## src/rtl/key_scan_ctrl.sv

```systemverilog
// 4x3 keypad scanner: row sweep, press/release debounce, and a four-digit BCD
// entry buffer ('*' clears, '#' commits).
module key_scan_ctrl #(
   parameter int SCAN_DIV = 8192,
   parameter int DEB_CNT  = 3
) (
   input  logic        clk,
   input  logic        reset,
   input  logic [2:0]  column,
   output logic [2:0]  sel,
   output logic        key_valid,
   output logic [3:0]  key_code,
   output logic        key_held,
   output logic [15:0] digits,
   output logic [2:0]  digit_cnt,
   output logic        entry_done
);

   localparam int DW = (SCAN_DIV > 1) ? $clog2(SCAN_DIV) : 1;
   localparam int CW = $clog2(DEB_CNT + 1);

   typedef enum logic [1:0] {SCAN, DEBOUNCE, HOLD} state_t;

   state_t         state;
   logic [DW-1:0]  div_cnt;
   logic [CW-1:0]  deb, rel;
   logic [1:0]     row;
   logic [2:0]     cand_col;
   logic [3:0]     cand_code;
   logic           done_flag;
   logic           tick, hit, fire;
   logic [1:0]     col_idx;
   logic [3:0]     hit_code, fire_code;

   assign tick = (div_cnt == DW'(SCAN_DIV - 1));
   assign hit  = (column == 3'b011) || (column == 3'b101) || (column == 3'b110);
   assign sel  = {1'b0, row};

   always_comb begin
      col_idx = 2'd0;
      if (column == 3'b101)      col_idx = 2'd1;
      else if (column == 3'b110) col_idx = 2'd2;
      hit_code = 4'hF;
      if (row != 2'd3)
         hit_code = {2'b00, row} * 4'd3 + {2'b00, col_idx} + 4'd1;
      else
         case (col_idx)
            2'd0:    hit_code = 4'hA;
            2'd1:    hit_code = 4'h0;
            default: hit_code = 4'hB;
         endcase
   end

   // A press is confirmed on the tick that brings the match count to DEB_CNT.
   assign fire = tick && (((state == DEBOUNCE) && (column == cand_col) &&
                           (deb == CW'(DEB_CNT - 1))) ||
                          ((DEB_CNT <= 1) && (state == SCAN) && hit));
   assign fire_code = (state == SCAN) ? hit_code : cand_code;

   always_ff @(posedge clk or negedge reset) begin
      if (!reset) begin
         state      <= SCAN;
         div_cnt    <= '0;
         deb        <= '0;
         rel        <= '0;
         row        <= 2'd0;
         cand_col   <= 3'b111;
         cand_code  <= 4'hF;
         key_valid  <= 1'b0;
         key_code   <= 4'hF;
         key_held   <= 1'b0;
         digits     <= '0;
         digit_cnt  <= '0;
         entry_done <= 1'b0;
         done_flag  <= 1'b0;
      end else begin
         div_cnt    <= tick ? '0 : div_cnt + 1'b1;
         key_valid  <= 1'b0;
         // '#' leaves digit_cnt untouched, so the count seen alongside the strobe
         // is the one the key was judged against.
         entry_done <= key_valid && (key_code == 4'hB) && (digit_cnt != 3'd0);
         if (tick) begin
            case (state)
               SCAN:
                  if (hit) begin
                     cand_code <= hit_code;
                     cand_col  <= column;
                     deb       <= CW'(1);
                     state     <= DEBOUNCE;
                  end else
                     row <= row + 2'd1;
               DEBOUNCE:
                  if (column == cand_col)
                     deb <= deb + 1'b1;
                  else begin
                     deb   <= '0;
                     row   <= row + 2'd1;
                     state <= SCAN;
                  end
               HOLD:
                  if (column != 3'b111)
                     rel <= '0;
                  else if (rel == CW'(DEB_CNT - 1)) begin
                     rel      <= '0;
                     key_held <= 1'b0;
                     state    <= SCAN;
                  end else
                     rel <= rel + 1'b1;
               default: state <= SCAN;
            endcase
         end
         if (fire) begin
            key_valid <= 1'b1;
            key_code  <= fire_code;
            key_held  <= 1'b1;
            deb       <= '0;
            rel       <= '0;
            state     <= HOLD;
            if (fire_code <= 4'd9) begin
               if (done_flag) begin
                  digits    <= {12'h000, fire_code};
                  digit_cnt <= 3'd1;
                  done_flag <= 1'b0;
               end else if (digit_cnt < 3'd4) begin
                  digits    <= {digits[11:0], fire_code};
                  digit_cnt <= digit_cnt + 3'd1;
               end
            end else if (fire_code == 4'hA) begin
               digits    <= '0;
               digit_cnt <= '0;
               done_flag <= 1'b0;
            end else if (digit_cnt != 3'd0)
               done_flag <= 1'b1;
         end
      end
   end

endmodule

```

## config.mk

```make
export PLATFORM = sky130hd
export DESIGN_NAME = key_scan_ctrl
export DESIGN_NICKNAME = d
export VERILOG_FILES = /design/src/rtl/key_scan_ctrl.sv
export SDC_FILE = /design/constraint.sdc
export NUM_CORES = 1
export LEC_CHECK = 0
export ABC_CLOCK_PERIOD_IN_PS = 2900
export CAP_MARGIN = 40
export CORE_MARGIN = 5
export CORE_UTILIZATION = 45
export CTS_CLUSTER_SIZE = 14
export DETAILED_ROUTE_END_ITERATION = 12
export HOLD_SLACK_MARGIN = 0.1
export PLACE_DENSITY = 0.69
export SLEW_MARGIN = 20
export SYNTH_ARGS = -nofsm -noshare
export SYNTH_HDL_FRONTEND = slang
export SYNTH_SLANG_ARGS = --single-unit
```

## constraint.sdc

```tcl
create_clock -name clk -period 2.9 [get_ports clk]
set_input_delay 0.29 -clock clk [delete_from_list [all_inputs] [get_ports clk]]
set_output_delay 0.29 -clock clk [all_outputs]
set_load 0.03 [all_outputs]
```

==> metrics.txt, run 1 <==
TritonCTS clock tree built; crit start category flip-flop; min-delay worst type reg -> reg; top cells by area, synth dfrtp_1, dfstp_2, nand2_1; mapped cell area 0.00285 mm^2; Yosys top cell by area dfrtp_1; Worst path slowest cell fa_1; WP data required 3.10 ns; Final Util 56.8%; sequential fraction of the synthesis area 48.8%; leakage power 1.62 nW; Initial Util 45.7%; post-place setup slack -0.532 ns; crit path kind reg -> reg; most frequent cell after synthesis dfrtp_1; Post-Syn Nets 299; worst r2r path cells 9; status finished clean; Final HPWL DP 4200 um; Mapped Cells 284; fill count 544; layout cells sized above 1 23.2%; Setup TNS 0 ns; Skew-Pair Late Insertion Delay 0.31 ns; io pins 34; first-pass GRT wire length 9450 um; Area Overhead vs Synth 24.3%; Worst Slack Setup Final 0.0271 ns; FF+latch count, synth 55; Initial DRC Count 84; R2R setup slack 0.03 ns; Antenna Cells 0; DR pass1 iterations 6; RR Endpoint digits[0]; minimum clock period 2.87 ns; GRT overflow 0; Worst Setup End Kind flip-flop; Crit Reg-Reg Startpoint row[1]; CP max FO 5; Min Hold Slack 0.465 ns; port bufs 32; DR vias/cell 5.07; DRC violations left 0; Worst-Margin Slew 0.597 ns; die width 89.6 um; FMAX 348 MHz; die area 0.00803 mm^2; pwr/cell area 355 mW/mm^2; CP arrival 3.07 ns; antenna violations before repair 0; ANT nets after route 0; slew margin rel. 60.2%; CTS Root Cell clkbuf_8; WL/cell 13.4 um; final count of pins violating max slew 0; ys flop type dfrtp_1; clock sink total 55; IR drop worst, VDD 0.216 mV; CP Cell Sequence fa_1 > fa_2 > nand3b_1 > a21oi_1 > a311o_1 > a21oi_2 > a21boi_4 > buf_12 > mux2_4; vias in the first global route 2055; largest net degree at the start of global routing 31; die height 89.6 um; Worst-path clk slew 0.10 ns; total routed wirelength 5520 um; top cells by instance count after synthesis dfrtp_1, nand2_1, nor2_1, inv_1, o21ai_0; Tcrit/Tclk final 99.1%; num rows 29; maximum clock path buffer count 2; Tot GR Track Use 15.1%; CTS H-tree lvls 2; final hold vios 0; Setup Skew 0.0118 ns; number of clock buffers inserted by TritonCTS 5; CP max stage delay 0.57 ns; Avg Cell Area, Syn 10.0 um^2; Synth top area share 38.6%; Syn. warnings 0; library cells used by synthesis 51; ys async rst share 100%; hold_sp div_cnt[8]; Layout Cells excl Fill 413; Setup-failing EPs final 0; RePlAce Congestion 0.856; unrepaired setup endpoints after global routing true; hold depth 1; Post-synth EDFFs 0; core area 0.00624 mm^2; placed cells 401; nets@finish 350; Hold EP div_cnt[8]; number of max-cap violations 0; vias 2093
## worst max path at each step
stage | start | to | cells after the start
detailed placement | column[2] | digit_cnt[0] | 12
CTS | row[1] | digits[3] | 9
finish | row[1] | digits[0] | 9
floorplan | column[1] | digits[0] | 11
global placement | column[2] | digit_cnt[0] | 12
global route | row[1] | digits[0] | 9
## layer usage
layer | track usage [%] | wire length (um) | vias to the layer above
li1 | - | - | 1057
met1 | 19.5 | 2650 | 993
met2 | 25.5 | 2560 | 41
met3 | 3.56 | 287 | 2
met4 | 3.65 | 23 | 0
met5 | 0 | 0 | -
## registers in the layout, summed over array words and instances, names as in the netlist, 2 cells and up
| signal | count |
|---|---|
| digit_cnt | 3 |
| state | 2 |
| cand_code | 4 |
| digits | 16 |
| deb | 2 |
| rel | 2 |
| cand_col | 3 |
| row | 2 |
| div_cnt | 13 |
| key_code | 4 |
## cell families (layout without fill, tap and decap cells)
| logic type | after synthesis | count (layout) | synth area share (%) |
|---|---|---|---|
| fa+ha+maj | 10 | 10 | 4.92 |
| other cells | 1 | 1 | 0.132 |
| compound gates | 51 | 51 | 12.5 |
| flops | 55 | 55 | 48.8 |
| simple gates | 107 | 107 | 18.4 |
| buf+inv | 30 | 82 | 5.00 |
| mux | 14 | 14 | 5.36 |
| xor+xnor | 16 | 16 | 4.92 |
## stage by stage
stage	cell area (um^2)	power (mW)
2_1_floorplan	2910	0.813
3_3_place_gp	3390	0.842
3_5_place_dp	3390	0.843
4_1_cts	3510	1.27
5_1_grt	3540	1.31
6_report	3540	1.26
## final cells by class
cell class / instances / area (um^2) / area share, %
Clock buffer: 5 / 68.8 / 1.94
Timing Repair Buffer: 56 / 523 / 14.8
Inverter: 18 / 67.6 / 1.91
Tap cell: 77 / 96.3 / 2.72
Clock inverter: 3 / 18.8 / 0.530
Multi-Input combinational cell: 199 / 1380 / 38.8
Sequential cell: 55 / 1390 / 39.3
## timing repair
| item | CTS | global route |
|---|---|---|
| endpoints found under the setup margin | 18 | 18 |
| setup buffers | 2 | 0 |
| gates resized for setup | 3 | 6 |
| hold buffers | 1 | 0 |
| endpoints found under the hold margin | 22 | 0 |
| pin swaps | 1 | 2 |
| gates cloned | 0 | 1 |
## power by group
group,internal [mW],leakage (nW),total (mW),switching (mW)
registers,0.767,0.627,0.767,0
logic,0.0230,0.948,0.0604,0.0374
clock network,0.171,0.0483,0.431,0.260
## critical path, delay by kind of cell, from the launching register on
family / cells / cell delay [ns]
fa+ha+maj: 2 / 1.03
flops: 1 / 0.43
mux: 1 / 0.28
simple gates: 1 / 0.10
buf+inv: 1 / 0.14
compound gates: 4 / 0.79
## layout by cell type (no fill, tap or decap), types with 3 or more instances in the layout
master / Yosys / final
buf_4: 2 / 20
dfrtp_1: 44 / 42
nor2_1: 24 / 23
nand3_1: 13 / 13
mux2_4: 0 / 4
ha_1: 8 / 8
xnor2_1: 6 / 5
inv_1: 18 / 18
clkbuf_8: 0 / 5
nand2_1: 35 / 34
dlygate4sd2_1: 0 / 3
mux2i_1: 4 / 4
and2_1: 4 / 4
a21oi_1: 8 / 8
mux2_2: 10 / 6
o21ai_0: 18 / 15
clkdlybuf4s50_1: 0 / 28
dfstp_2: 11 / 11
and3_1: 6 / 6
xor2_1: 10 / 10
o21ai_1: 1 / 4
nor3_1: 7 / 6
o21ai_2: 9 / 9
(Power assumes the default switching activity.)
==> inputs of run 2 (changes only) <==
--- a/config.mk
+++ b/config.mk
@@ -13,6 +13,7 @@
 export DETAILED_ROUTE_END_ITERATION = 12
 export HOLD_SLACK_MARGIN = 0.1
 export PLACE_DENSITY = 0.69
+export REMOVE_ABC_BUFFERS = 1
 export SLEW_MARGIN = 20
 export SYNTH_ARGS = -nofsm -noshare
 export SYNTH_HDL_FRONTEND = slang
==> run 2 against run 1 <==
Compared with the run above:
- first-iteration DRC count up 58%
- critical path depth stayed put
- clock skew is 0.0023 ns lower
- clock-buffer cell count rose by 1
- sequential cell count unchanged
- core utilization is 1.1 points higher
- non-clock buffer count is 2 higher
- largest cell class unchanged
- highest routed layer unchanged
==> metrics.txt, run 2 (synthesis gave the netlist of run 1 again) <==
maximum clock path buffer count 2 (unchanged); Final HPWL DP 4090 um (was 4200 um); Tcrit/Tclk final 99.2% (was 99.1%); core area 0.00624 mm^2 (unchanged); port bufs 32 (unchanged); most used cell along the critical path a21oi_2; Top reg by flops digits (unchanged); multi-input logic area 0.00139 mm^2 (was 0.00138 mm^2); final hold vios 0 (unchanged); final count of pins violating max slew 0 (unchanged); family with the most delay on the worst path adder cells (unchanged); CP Cell Sequence fa_1 > fa_2 > nand3b_1 > a21oi_2 > a311o_1 > a21oi_2 > a21boi_4 > buf_12 > mux2_4 (was fa_1 > fa_2 > nand3b_1 > a21oi_1 > a311o_1 > a21oi_2 > a21boi_4 > buf_12 > mux2_4); GRT overflow 0 (unchanged); min-delay worst type reg -> reg (unchanged); clock sink total 55 (unchanged); Worst-Margin Slew 0.633 ns (was 0.597 ns); first-pass GRT wire length 9740 um (was 9450 um); crit path kind reg -> reg (unchanged); DRC violations left 0 (unchanged); DR pass1 iterations 4 (was 6); vias 2149 (was 2093); leakage power 1.65 nW (was 1.62 nW); ANT nets after route 0 (unchanged); Worst path slowest cell fa_1 (unchanged); io pins 34 (unchanged); Min Hold Slack 0.471 ns (was 0.465 ns); CP max FO 7 (was 5); Setup-failing EPs final 0 (unchanged); die width 89.6 um (unchanged); number of flip-flops in the largest register 16 (unchanged); status finished clean (unchanged); TritonCTS clock tree built (unchanged); WP data required 3.09 ns (was 3.10 ns); CTS Root Cell clkbuf_8 (unchanged); DR vias/cell 5.18 (was 5.07); Tot GR Track Use 15.3% (was 15.1%); total routed wirelength 5800 um (was 5520 um); Setup Skew 0.00948 ns (was 0.0118 ns); CTS H-tree lvls 2 (unchanged); Area Overhead vs Synth 26.6% (was 24.3%); fill count 539 (was 544); RePlAce Congestion 0.862 (was 0.856); nets@finish 352 (was 350); CP max stage delay 0.59 ns (was 0.57 ns); largest net degree at the start of global routing 51 (was 31); IR drop worst, VDD 0.250 mV (was 0.216 mV); FMAX 348 MHz (about the same); crit start category flip-flop (unchanged); Setup TNS 0 ns (unchanged); Initial DRC Count 133 (was 84); FF/Latch Area 0.00139 mm^2 (about the same); Initial Util 45.7% (unchanged); Worst Setup End Kind flip-flop (unchanged); Skew-Pair Late Insertion Delay 0.31 ns (about the same); Worst-path clk slew 0.10 ns (about the same); number of max-cap violations 0 (unchanged); slew margin rel. 57.8% (was 60.2%); commonest non-fill, non-tap cell in the layout dfrtp_1 (unchanged); pwr/cell area 395 mW/mm^2 (was 355 mW/mm^2); number of clock buffers inserted by TritonCTS 5 (unchanged); num rows 29 (unchanged); biggest regs digits: 16 flops, div_cnt: 13 flops (unchanged); antenna violations before repair 0 (unchanged); unrepaired setup endpoints after global routing true (unchanged); die height 89.6 um (unchanged); vias in the first global route 2098 (was 2055); layout cells sized above 1 24.0% (was 23.2%); Buf/Inv on CP 1 (unchanged); minimum clock period 2.88 ns (was 2.87 ns); Final Util 57.8% (was 56.8%); most frequent cells in the layout dfrtp_1, nand2_1, clkdlybuf4s50_1, nor2_1, buf_4 (unchanged); WL/cell 14.0 um (was 13.4 um); CP arrival 3.07 ns (about the same); die area 0.00803 mm^2 (unchanged); Antenna Cells 0 (unchanged)
## run 2: where the power goes
part           internal [mW]  switching, mW
Clock                  0.345          0.250
Combinational         0.0239         0.0375
Sequential             0.767              0
## run 2: metrics by stage
stage | worst slack (ns) | total power [mW] | cell area [um^2] | instances
2_1_floorplan | -0.447 | 0.802 | 2780 | 272
3_3_place_gp | -0.569 | 0.839 | 3340 | 402
3_5_place_dp | -0.648 | 0.840 | 3350 | 402
4_1_cts | 0.0518 | 1.43 | 3560 | 413
5_1_grt | -0.102 | 1.48 | 3610 | 415
6_report | 0.0224 | 1.42 | 3610 | 415
## run 2: routing by layer
| metal | GRT usage, % | vias to the layer above | share of wire [%] | wire, um |
|---|---|---|---|---|
| li1 | - | 1063 | - | - |
| met1 | 21.3 | 1034 | 46 | 2670 |
| met2 | 24.9 | 46 | 48 | 2780 |
| met3 | 2.92 | 6 | 4.9 | 286 |
| met4 | 3.79 | 0 | 1.0 | 60 |
| met5 | 0 | - | 0 | 0 |
## run 2: path summary, 6_finish.rpt
check                      startpoint          end  slack, ns  depth (start not counted)
max                            row[1]    digits[0]       0.02                          9
min reg2reg                div_cnt[8]   div_cnt[8]       0.47                          1
min in group asynchronous       reset   digits[14]       0.55                          2
max in group asynchronous       reset  key_code[0]       1.73                          3
min                        div_cnt[8]   div_cnt[8]       0.47                          1
max reg2reg                    row[1]    digits[0]       0.02                          9
## run 2: timing repair
item                                    CTS  global route
gates resized for setup                  17             8
setup buffers                             2             1
endpoints found under the hold margin    44             0
hold buffers                              1             0
pin swaps                                 8             2
endpoints found under the setup margin   18            17
cloned                                    0             1
## run 2: cell type report
cell class,count,area share (%)
clock buffers,6,2.01
clock inverters,2,1.66
inverters,18,1.87
multi-input cells,199,38.4
flip-flops and latches,55,38.5
well taps,77,2.67
repair buffers,58,14.8
==> inputs of run 3 (changes only) <==
--- a/config.mk
+++ b/config.mk
@@ -5,14 +5,16 @@
 export SDC_FILE = /design/constraint.sdc
 export NUM_CORES = 1
 export LEC_CHECK = 0
-export ABC_CLOCK_PERIOD_IN_PS = 2900
+export ABC_CLOCK_PERIOD_IN_PS = 3400
 export CAP_MARGIN = 40
+export CELL_PAD_IN_SITES_DETAIL_PLACEMENT = 1
+export CELL_PAD_IN_SITES_GLOBAL_PLACEMENT = 1
 export CORE_MARGIN = 5
 export CORE_UTILIZATION = 45
 export CTS_CLUSTER_SIZE = 14
 export DETAILED_ROUTE_END_ITERATION = 12
 export HOLD_SLACK_MARGIN = 0.1
-export PLACE_DENSITY = 0.69
+export PLACE_DENSITY = 0.82
 export REMOVE_ABC_BUFFERS = 1
 export SLEW_MARGIN = 20
 export SYNTH_ARGS = -nofsm -noshare
==> constraint.sdc (replaced) <==
create_clock -name clk -period 3.4 [get_ports clk]
set_input_delay 0.34 -clock clk [delete_from_list [all_inputs] [get_ports clk]]
set_output_delay 0.34 -clock clk [all_outputs]
set_load 0.03 [all_outputs]
==> run 3 against run 2 <==
Compared with the run above:
- via count decreased by 1.1%
- total power is 24% lower
- critical path depth up 3
- clock power decreased by 36%
==> metrics.txt, run 3 (synthesis gave the netlist of run 1 again) <==
Worst-Margin Slew 0.689 ns (was 0.633 ns); clock sink total 55 (unchanged); cell area after layout 0.00344 mm^2 (was 0.00361 mm^2); CP max FO 8 (was 7); logic gate share of total power 4.5% (was 4.3%); number of flip-flops in the largest register 16 (unchanged); minimum clock period 3.21 ns; maximum clock path buffer count 2 (unchanged); CTS H-tree lvls 2 (unchanged); Buf/Inv on CP 2 (was 1); Crit Reg-Reg Startpoint row[0] (was row[1]); Tot GR Track Use 17.5% (was 15.3%); WL/cell 15.6 um (was 14.0 um); Final HPWL DP 4850 um (was 4090 um); Flop pwr share 60.5% (was 53.9%); crit start category input port (was flip-flop); vias 2126 (was 2149); R2R setup slack 0.35 ns (was 0.02 ns); family with the most delay on the worst path compound AO/OA/AOI/OAI gates (was adder cells); Net Sw Power 262 uW (was 288 uW); Initial Util 45.7% (unchanged); DR pass1 iterations 4 (unchanged); num rows 29 (unchanged); Worst Slack Setup Final 0.192 ns (was 0.0224 ns); largest net degree at the start of global routing 31 (was 51); CP Launch Point column[2] (was row[1]); Area Overhead vs Synth 20.6% (was 26.6%); met2 usage 30.2% (was 24.9%); Worst path slowest cell clkdlybuf4s50_1 (was fa_1); ANT nets after route 0 (unchanged); final hold vios 0 (unchanged); GRT overflow 0 (unchanged); die area 0.00803 mm^2 (unchanged); Most Crowded Layer GR met2 (unchanged); CP max stage delay 0.47 ns (was 0.59 ns); slew margin rel. 54.1% (was 57.8%); unrepaired setup endpoints after global routing false (was true); Top reg by flops digits (unchanged); die height 89.6 um (unchanged); TritonCTS clock tree built (unchanged); final count of pins violating max slew 0 (unchanged); sw frac 24.2% (was 20.2%); Layout Cells excl Fill 408 (was 415); first-pass GRT wire length 11000 um (was 9740 um); number of max-cap violations 0 (unchanged); Tcrit/Tclk final 94.4%; total power 1.08 mW (was 1.42 mW); Initial DRC Count 47 (was 133); WP data required 3.61 ns (was 3.09 ns); core area 0.00624 mm^2 (unchanged); FMAX 312 MHz; vias in the first global route 2327 (was 2098); RePlAce Congestion 0.801 (was 0.862); Antenna Cells 0 (unchanged); met1 GRT Util 23.0% (was 21.3%); CP arrival 3.42 ns (was 3.07 ns); worst r2r path cells 8 (was 9); WP depth 12 (was 9); CTS Root Cell clkbuf_8 (unchanged); post-place setup slack -0.233 ns (was -0.648 ns); GR Layer Usage met3 3.10% (was 2.92%); number of clock buffers inserted by TritonCTS 5 (unchanged); pwr/cell area 315 mW/mm^2 (was 395 mW/mm^2); placed cells 396 (was 402); Setup Skew 0.00998 ns (was 0.00948 ns); CP Cell Sequence clkdlybuf4s50_1 > buf_4 > nand2_1 > or2_2 > ha_1 > fa_2 > xnor2_2 > o31ai_1 > a311o_1 > a21oi_2 > a21boi_4 > mux2_2 (was fa_1 > fa_2 > nand3b_1 > a21oi_2 > a311o_1 > a21oi_2 > a21boi_4 > buf_12 > mux2_4); clock share of power 35.0% (was 41.8%); status finished clean (unchanged); Worst-path clk slew 0.11 ns (was 0.10 ns); leakage power 1.58 nW (was 1.65 nW); RR Endpoint digits[1] (was digits[0]); port bufs 32 (unchanged); commonest non-fill, non-tap cell in the layout dfrtp_1 (unchanged); biggest regs digits: 16 flops, div_cnt: 13 flops (unchanged); die width 89.6 um (unchanged); IR drop worst, VDD 0.185 mV (was 0.250 mV); layout cells sized above 1 20.8% (was 24.0%); DRC violations left 0 (unchanged); Skew-Pair Late Insertion Delay 0.32 ns (was 0.31 ns); nets@finish 345 (was 352); worst setup path end digits[1] (was digits[0]); total routed wirelength 6370 um (was 5800 um); most frequent cells in the layout dfrtp_1, nand2_1, clkdlybuf4s50_1, nor2_1 (was dfrtp_1, nand2_1, clkdlybuf4s50_1, nor2_1, buf_4); min-delay worst type reg -> reg (unchanged); io pins 34 (unchanged); Setup TNS 0 ns (unchanged); DR vias/cell 5.21 (was 5.18); placed cell area 0.00330 mm^2 (was 0.00335 mm^2); Int Power 820 uW (was 1.14 mW); Setup-failing EPs final 0 (unchanged); Worst Setup End Kind flip-flop (unchanged); antenna violations before repair 0 (unchanged); crit path kind in -> reg (was reg -> reg)
## run 3: cell count changes in the layout (fill, tap and decap cells not counted), moves of 2 or more
| cell | delta |
|---|---|
| clkdlybuf4s50_1 | +3 |
| buf_4 | -4 |
| mux2_4 | -4 |
| clkinvlp_4 | +2 |
| mux2_2 | +4 |
| dlygate4sd2_1 | -3 |
| buf_6 | -3 |
| bufinv_16 | -2 |
## run 3: layer usage
layer	vias to the layer above	share of wire [%]
li1	1049	-
met1	1049	44
met2	21	52
met3	7	2.9
met4	0	0.89
met5	-	0
## run 3: power groups by stage
stage	clock [mW]	sequential (mW)	combinational [mW]
floorplan	0	0.667	0.0170
global placement	0	0.667	0.0464
detailed placement	0	0.667	0.0481
CTS	0.392	0.655	0.0491
global route	0.421	0.655	0.0560
finish	0.379	0.654	0.0490
## run 3: repair_timing
item | 4_1_cts | 5_1_grt
hold buffers | 1 | 0
gates resized for setup | 0 | 4
hold endpoints to repair | 22 | 0
endpoints found under the setup margin | 0 | 6
buffers inserted | 0 | 3
## run 3: through the flow
step | utilization [%] | hold WS (ns)
after detailed placement | 52.9 | 0.420
after CTS | 54.5 | 0.478
final | 55.1 | 0.471
after floorplan | - | 0.0444
after global placement | 52.9 | 0.426
after global routing | 55.1 | 0.501
## run 3: final cells by class
cell class / count / area (um^2)
timing repair buffer: 51 / 460
fill: 718 / 2800
inverter: 18 / 67.6
clock buffer: 5 / 68.8
tap: 77 / 96.3
sequential: 55 / 1390
clock inverter: 3 / 23.8
multi-input combinational: 199 / 1330
## run 3: worst min-delay path by stage
stage | startpoint | depth (start not counted) | end
final | div_cnt[8] | 1 | div_cnt[8]
after global routing | div_cnt[10] | 1 | div_cnt[10]
after CTS | div_cnt[8] | 1 | div_cnt[8]
after detailed placement | reset | 1 | rel[0]
after global placement | reset | 1 | rel[0]
after floorplan | reset | 0 | deb[0]
